### src/rtl/tri_pixel_sink.sv
// Captures rasterizer pixel strobes into an 8x8 bitmap and reports count, duplicate and order errors.
// Latency: capture takes effect at the strobe edge; row reads return one cycle after rd_en.
// Backpressure: none. Reads issued during CAPTURE are dropped, and po_in outside CAPTURE is ignored.
module tri_pixel_sink #(
  parameter int CHECK_ORDER = 1
) (
  input  logic       clk,
  input  logic       reset,
  input  logic       busy_in,
  input  logic       po_in,
  input  logic [2:0] xo_in,
  input  logic [2:0] yo_in,
  input  logic       rd_en,
  input  logic [2:0] rd_row,
  output logic [7:0] rd_data,
  output logic       rd_valid,
  output logic       done,
  output logic [6:0] pix_count,
  output logic       dup_err,
  output logic       order_err
);

  typedef enum logic [1:0] {
    S_IDLE    = 2'd0,
    S_CAPTURE = 2'd1,
    S_REPORT  = 2'd2
  } state_t;

  localparam logic LP_CHECK = (CHECK_ORDER != 0);

  state_t      r_state;
  state_t      w_next_state;
  logic [63:0] r_bitmap;
  logic [5:0]  r_prev_key;
  logic        r_have_prev;
  logic [6:0]  r_pix_count;
  logic        r_dup_err;
  logic        r_order_err;
  logic        r_done;
  logic [7:0]  r_rd_data;
  logic        r_rd_valid;

  logic [5:0]  w_key;
  logic        w_bit_set;
  logic        w_start;
  logic        w_capture_pt;
  logic        w_capture_end;
  logic        w_order_bad;
  logic        w_rd_accept;

  // Key is {y,x}, so a plain unsigned compare gives raster order.
  assign w_key         = {yo_in, xo_in};
  assign w_bit_set     = r_bitmap[w_key];
  assign w_start       = (r_state != S_CAPTURE) && busy_in;
  assign w_capture_pt  = (r_state == S_CAPTURE) && busy_in && po_in;
  assign w_capture_end = (r_state == S_CAPTURE) && !busy_in;
  assign w_order_bad   = LP_CHECK && r_have_prev && (w_key <= r_prev_key);
  assign w_rd_accept   = rd_en && (r_state != S_CAPTURE);

  // State register.
  always_ff @(posedge clk) begin
    if (reset) begin
      r_state <= S_IDLE;
    end else begin
      r_state <= w_next_state;
    end
  end

  // Next-state: busy_in rising starts a triangle, busy_in falling ends it.
  always_comb begin
    w_next_state = r_state;
    case (r_state)
      S_IDLE:    if (busy_in)  w_next_state = S_CAPTURE;
      S_CAPTURE: if (!busy_in) w_next_state = S_REPORT;
      S_REPORT:  if (busy_in)  w_next_state = S_CAPTURE;
      default:   w_next_state = S_IDLE;
    endcase
  end

  // Capture datapath: clear on triangle start, accumulate points, flag done on end.
  always_ff @(posedge clk) begin
    if (reset) begin
      r_bitmap    <= '0;
      r_prev_key  <= '0;
      r_have_prev <= 1'b0;
      r_pix_count <= '0;
      r_dup_err   <= 1'b0;
      r_order_err <= 1'b0;
      r_done      <= 1'b0;
    end else if (w_start) begin
      r_bitmap    <= '0;
      r_prev_key  <= '0;
      r_have_prev <= 1'b0;
      r_pix_count <= '0;
      r_dup_err   <= 1'b0;
      r_order_err <= 1'b0;
      r_done      <= 1'b0;
    end else if (w_capture_pt) begin
      r_bitmap[w_key] <= 1'b1;
      if (w_bit_set) begin
        r_dup_err <= 1'b1;
      end else if (r_pix_count < 7'd64) begin
        r_pix_count <= r_pix_count + 7'd1;
      end
      if (w_order_bad) begin
        r_order_err <= 1'b1;
      end
      // Duplicates still advance the previous-point key.
      r_prev_key  <= w_key;
      r_have_prev <= 1'b1;
    end else if (w_capture_end) begin
      r_done <= 1'b1;
    end
  end

  // Row read port: one-cycle latency, data held when no read is accepted.
  always_ff @(posedge clk) begin
    if (reset) begin
      r_rd_data  <= '0;
      r_rd_valid <= 1'b0;
    end else begin
      r_rd_valid <= w_rd_accept;
      if (w_rd_accept) begin
        r_rd_data <= r_bitmap[{rd_row, 3'b000} +: 8];
      end
    end
  end

  assign rd_data   = r_rd_data;
  assign rd_valid  = r_rd_valid;
  assign done      = r_done;
  assign pix_count = r_pix_count;
  assign dup_err   = r_dup_err;
  assign order_err = r_order_err;

endmodule

### config.mk
export PLATFORM = sky130hd
export DESIGN_NAME = tri_pixel_sink
export DESIGN_NICKNAME = d
export VERILOG_FILES = /design/src/rtl/tri_pixel_sink.sv
export SDC_FILE = /design/constraint.sdc
export NUM_CORES = 1
export LEC_CHECK = 0
export ABC_AREA = 1
export BUFFER_PORTS_ARGS = -buffer_cell sky130_fd_sc_hd__buf_2
export CAP_MARGIN = 15
export CORE_AREA = 2 2 97 99
export DETAILED_ROUTE_END_ITERATION = 16
export DIE_AREA = 0 0 99 101
export PLACE_DENSITY = 0.83
export RECOVER_POWER = 50
export SYNTH_ARGS = -nofsm -noshare
export SYNTH_HDL_FRONTEND = slang
export SYNTH_SLANG_ARGS = --single-unit
### constraint.sdc
create_clock -name clk -period 3.8 [get_ports clk]
set_input_delay 0.95 -clock clk [delete_from_list [all_inputs] [get_ports clk]]
set_output_delay 0.95 -clock clk [all_outputs]
set_load 0.02 [all_outputs]
=== After elaboration in Yosys (flattened, before gate mapping) ===
Cells that the tools add are included.

* Register bits after elaboration: 92
* Bits of input ports: 14
* Output and inout bits: 19

* Mux-type cells: 7
* Shifts and indexed selects: 1
* Bitwise logic cells: 3
* Eq/ne operators: 5
* Magnitude comparators: 4
* Reductions and logical operators: 16
* Add/subtract/negate cells: 1

{| class="wikitable"
|+ Operators with widths
! cell !! count
|-
| $or 64x64->64 || 1
|-
| $shiftx 64x7->8 || 1
|-
| $reduce_and 2->1 || 4
|-
| $add 7x1->7 const B || 1
|-
| $logic_and 1x1->1 || 7
|-
| $lt 6x7->1 const B || 1
|-
| $lt 7x7->1 const B || 1
|-
| $bmux 1 s6 || 1
|-
| $demux 1 s6 || 1
|-
| $ge 6x1->1 const B || 1
|-
| $le 6x6->1 || 1
|-
| $mux 2 || 2
|-
| $ne 2x1->1 const B || 2
|-
| $pmux 2 s2 || 1
|-
| $reduce_or 2->1 || 2
|-
| $reduce_and 3->1 || 1
|-
| $eq 2x1->1 const B || 1
|-
| $eq 2x2->1 const B || 1
|-
| $logic_not 2->1 || 1
|-
| $mux 1 || 2
|-
| $ne 2x2->1 const B || 1
|-
| $not 1->1 || 2
|-
| $logic_not 1->1 || 1
|}

=== Longest topological paths before layout ===
* Depth in word-level cells: 5
* Mapped depth: 15

=== Least setup slack after synthesis ===
OpenSTA, ideal clock, no wires.

* Path kind: in2reg
* From: input port xo_in[0]
* To: register r_pix_count[4] (netlist: pix_count[4])
* Setup slack: 1.636 ns
* Library setup time: 0.132 ns
* Arrival time: 2.031 ns
* Required time: 3.668 ns
* Cell stages on the path: 12
* Cells stage by stage: buf_6 inv_8 buf_8 nand2_1 nand3_1 nand2_1 o21ai_2 nand2_2 nor2_8 nand3_4 nand2_1 a21oi_1

* Cells in the longest elaborated chain, start to end: 4

{| class="wikitable"
|+ RTL lines
! element !! RTL line !! RTL
|-
| start: declaration || 11 || <nowiki>input logic [2:0] xo_in,</nowiki>
|-
| $bmux 1 s6 || 53 || <nowiki>assign w_bit_set = r_bitmap[w_key];</nowiki>
|-
| $mux 1 (not written as such) || 53 ||
|-
| $not 1->1 (no line) || -- ||
|-
| $reduce_and 3->1 (no line) || -- ||
|-
| end signal: assignment || 103 || <nowiki>r_pix_count <= r_pix_count + 7'd1;</nowiki>
|-
| end: declaration || 36 || <nowiki>logic [6:0] r_pix_count;</nowiki>
|}

Every way passes these cells. The select of a mux whose other input is x is not followed.
A chain may end at the register's enable or synchronous reset.

=== Worst setup path after layout ===
* From: input port reset
* To: register r_bitmap[45]

* Cells in the longest elaborated chain, start to end: 1

{| class="wikitable"
|+ RTL lines
! element !! RTL line !! RTL
|-
| start: declaration || 8 || <nowiki>input logic reset,</nowiki>
|-
| $reduce_or 2->1 (no line) || -- ||
|-
| end signal: assignment || 83 || <nowiki>r_bitmap <= '0;</nowiki>
|-
| end signal: assignment || 91 || <nowiki>r_bitmap <= '0;</nowiki>
|-
| end signal: indexed assignment || 99 || <nowiki>r_bitmap[w_key] <= 1'b1;</nowiki>
|-
| end: declaration || 33 || <nowiki>logic [63:0] r_bitmap;</nowiki>
|}

Every way passes these cells.

==> results.md <==
- Dividing total power by cell area gives a power density of 359 nW/um2.
- The all-layer global routing usage is between 20% and 30%.
- The number of buffers added for setup after CTS is 0.
- The area of the multi-input gates is about 2400 um2.
- The number of instances resized during post-cts repair is 0.
- For this run, asynchronously set or reset flops after synthesis account for 0%.
- The net count after synthesis is 699.
- Of the synthesized area, sequential elements account for around 39%.
- The total number of vias is 4689.
- Setup repair after global routing left no endpoint under its margin.
- The clock tree from TritonCTS is done.
- The clock insertion delay at the later pin of the skew report is ~0.38 ns.
- After detailed routing, the average wire length per cell comes to around 16 um.
- The mapped cell area is approximately 4800 um2.
- For this design the static power due to leakage is 1.86 nW.
- The critical path required time is slightly above 4 ns.
- 33 I/O pins were placed.
- The tightest slew margin relative to the limit is 21.8%.
- For this run the aggregate overflow at the end of global routing stands at 0.
- The floorplan step defined a core boundary enclosing 8980 um2.
- The level count of the clock H-tree is 3.
- Clock-pin slew was measured on the worst setup and hold paths at 0.10 ns.
- The final cycle utilization of the critical path is 80.6%.
- The upper clock frequency limit is 326 MHz.
- The floorplan has 35 rows.
- CTS placed an instance of clkbuf_8 at the clock tree root.
- The count of nets left with antenna violations once routing finished came out at 0.
- On the critical path the largest part of the delay comes from buffers and inverters.
- The number of buffers added to fix hold violations after cts is 0.
- The summed negative setup slack over all endpoints is 0 ns.
- The vias per cell is 5.80.
- From bottom edge to top edge, the die measures 101 um.
- The number of buffers and inverters on the critical path is 3.
- After layout, the minimum clock period comes to 3.06 ns.
- The data arrival at the endpoint of the critical path is 3.29 ns.
- On the worst path, the slowest cell contributes a delay of 0.83 ns.
- The number of buffers added by the clock tree synthesis step is 9.
- The via count of the first global-routing pass is 4336.
- The number of hold violations in the final report was 0.
- Across all hold checks on the routed design, the worst slack comes to 0.450 ns.
- For the final database, setup skew stands at 0.00778 ns.
- The area occupied by registers is 1840 um2.
- After the first detailed-routing iteration, the DRC count stood at 530.
- The tree built by TritonCTS fans out to 92 sinks.
- Setup violations remaining at the end of the flow were counted as 0.
- The final max-slew violation count is 0.
- The initial utilization of the core area, before any placement, comes to 53.2%.
- The max-cap violation count is 0.
- The initial antenna violation count is 0.
- The count of TritonRoute iterations in the first routing pass is 6.
- The startpoint-to-endpoint class of the critical path is input pin to flop.
- The net count of the finished layout is 713.
- STA classifies the critical path startpoint as an input pin.
- The final antenna diode count is 0.
- For this block, the routed nets add up to approximately 13 mm of wire.
- The wire length of the first global-routing pass is 21.0 mm.
- Yosys mapped a number of flops with a built-in enable equal to 0.
- The largest net degree at the start of global routing is 52.
- For the pin with the worst max-slew slack, the measured transition is about 1.2 ns.
- Input and output buffers added on the ports amount to 32.
- The Yosys step of the flow raised 0 warnings.
- The post-route netlist has 9.04% of its cells at a drive strength greater than 1.
- The post-place setup slack is 0.775 ns.
- The area growth from synthesis to layout is 4.77%.
- The endpoint class of the critical path is a flop.
- The register bit count reported by yosys is 92.
- Each instance of the synthesized netlist takes up on average 7.04 um2.
- The clock tree buffer depth is 2.
- Overall power consumption after layout is estimated at between 1.5 and 2 mW.
- The final estimated routing congestion in global placement is 0.967.
- In this run the worst path has a maximum fanout of 31.
- For this run, design rule violations remaining after detail routing come to 0.
- The worst-case IR drop observed on VDD is 0.195 mV.
- The leading register cell type out of synthesis is dfxtp_1.
- The die boundary width is 99 um.
- The worst hold path belongs to the class flop to flop.
- Detailed placement ended at an HPWL of 8.89 mm.
- The die covers 10000 um2.
- Setup slack closes at between 0.7 and 0.8 ns.
- The flow ran to the end, and the final reports show no timing, DRC or antenna violations.
- For this design, the slowest cell found on the critical path is inv_1.
- The count of different cell masters after synthesis is 36.
- Fill cells in the final layout number 837.
- The cell count after synthesis came out at 678.
- Walking the worst path, the cells encountered are clkbuf_1, a21oi_1, inv_1, clkbuf_1, a21oi_1.
-- layout by cell type (no fill, tap or decap), types with 7 or more instances in the layout --
master / instances
nand4_1: 8
inv_1: 74
a21oi_1: 120
nor2_1: 25
nand2_1: 176
clkbuf_1: 23
ha_1: 7
clkbuf_8: 9
nand3_1: 42
o21ai_0: 47
nor3_2: 10
dfxtp_1: 92
buf_2: 11
-- report_power, final --
group / switching [mW] / total, mW / internal (mW)
combinational: 0.149 / 0.197 / 0.0482
sequential: 0.00463 / 0.977 / 0.972
clock: 0.376 / 0.620 / 0.244
-- cells by family after synthesis --
kind of cell	Yosys count	share of synthesized area [%]
xor gates and xnor gates	5	0.917
buffers and inverters	114	11.3
AOI/OAI and AO/OA	183	20.4
adders and majority gates	7	1.83
DFF	92	38.6
and+or+nand+nor	277	27.0
-- layer usage --
layer / global-route usage [%] / wire length (um) / vias to the layer above
met5: 0 / 0 / -
met4: 15.4 / 557 / 0
met3: 4.72 / 987 / 42
met2: 43.3 / 6130 / 214
met1: 32.9 / 5240 / 2194
li1: - / - / 2239
-- cell usage after synthesis, drive strengths merged (4+ instances only) --
| library cell | count | area (um2) |
|---|---|---|
| o211ai | 8 | 70.1 |
| nand2 | 179 | 679 |
| xor2 | 4 | 35.0 |
| nor2 | 31 | 159 |
| a21oi | 120 | 604 |
| inv | 79 | 307 |
| o21ai | 51 | 270 |
| nand4 | 8 | 50.1 |
| clkbuf | 15 | 56.3 |
| dfxtp | 92 | 1840 |
| ha | 7 | 87.6 |
| nand3 | 43 | 233 |
| buf | 19 | 173 |
| nor3 | 16 | 168 |
-- per-stage QoR --
step	area (um2)	cells	utilization, %
after floorplan	4770	678	-
after global placement	4880	792	54.4
after detailed placement	4880	792	54.4
after CTS	5050	808	56.3
after global routing	5000	808	55.7
final	5000	808	55.7
-- state kept, by name, indices dropped and copies added (netlist names) --
| name | flops |
|---|---|
| r_bitmap | 64 |
| dup_err | 1 |
| rd_data | 8 |
| rd_valid | 1 |
| pix_count | 7 |
| r_have_prev | 1 |
| done | 1 |
| r_state | 2 |
| r_prev_key | 6 |
| order_err | 1 |
-- layout make-up --
cell class | count | area share, %
timing repair buffer | 37 | 3.35
clock buffer | 10 | 2.55
inverter | 80 | 6.20
multi-input combinational | 472 | 47.4
sequential | 92 | 36.8
tap | 111 | 2.78
clock inverter | 6 | 0.926
-- worst paths after layout --
kind,cells past startpoint,slack [ns],startpoint,to
setup / recovery,5,0.74,reset,r_bitmap[45]
hold / removal,1,0.45,r_state[0],r_state[0]
setup reg to reg,6,1.15,r_state[0],r_bitmap[36]
hold reg to reg,1,0.45,r_state[0],r_state[0]
(Power assumes the default switching activity.)
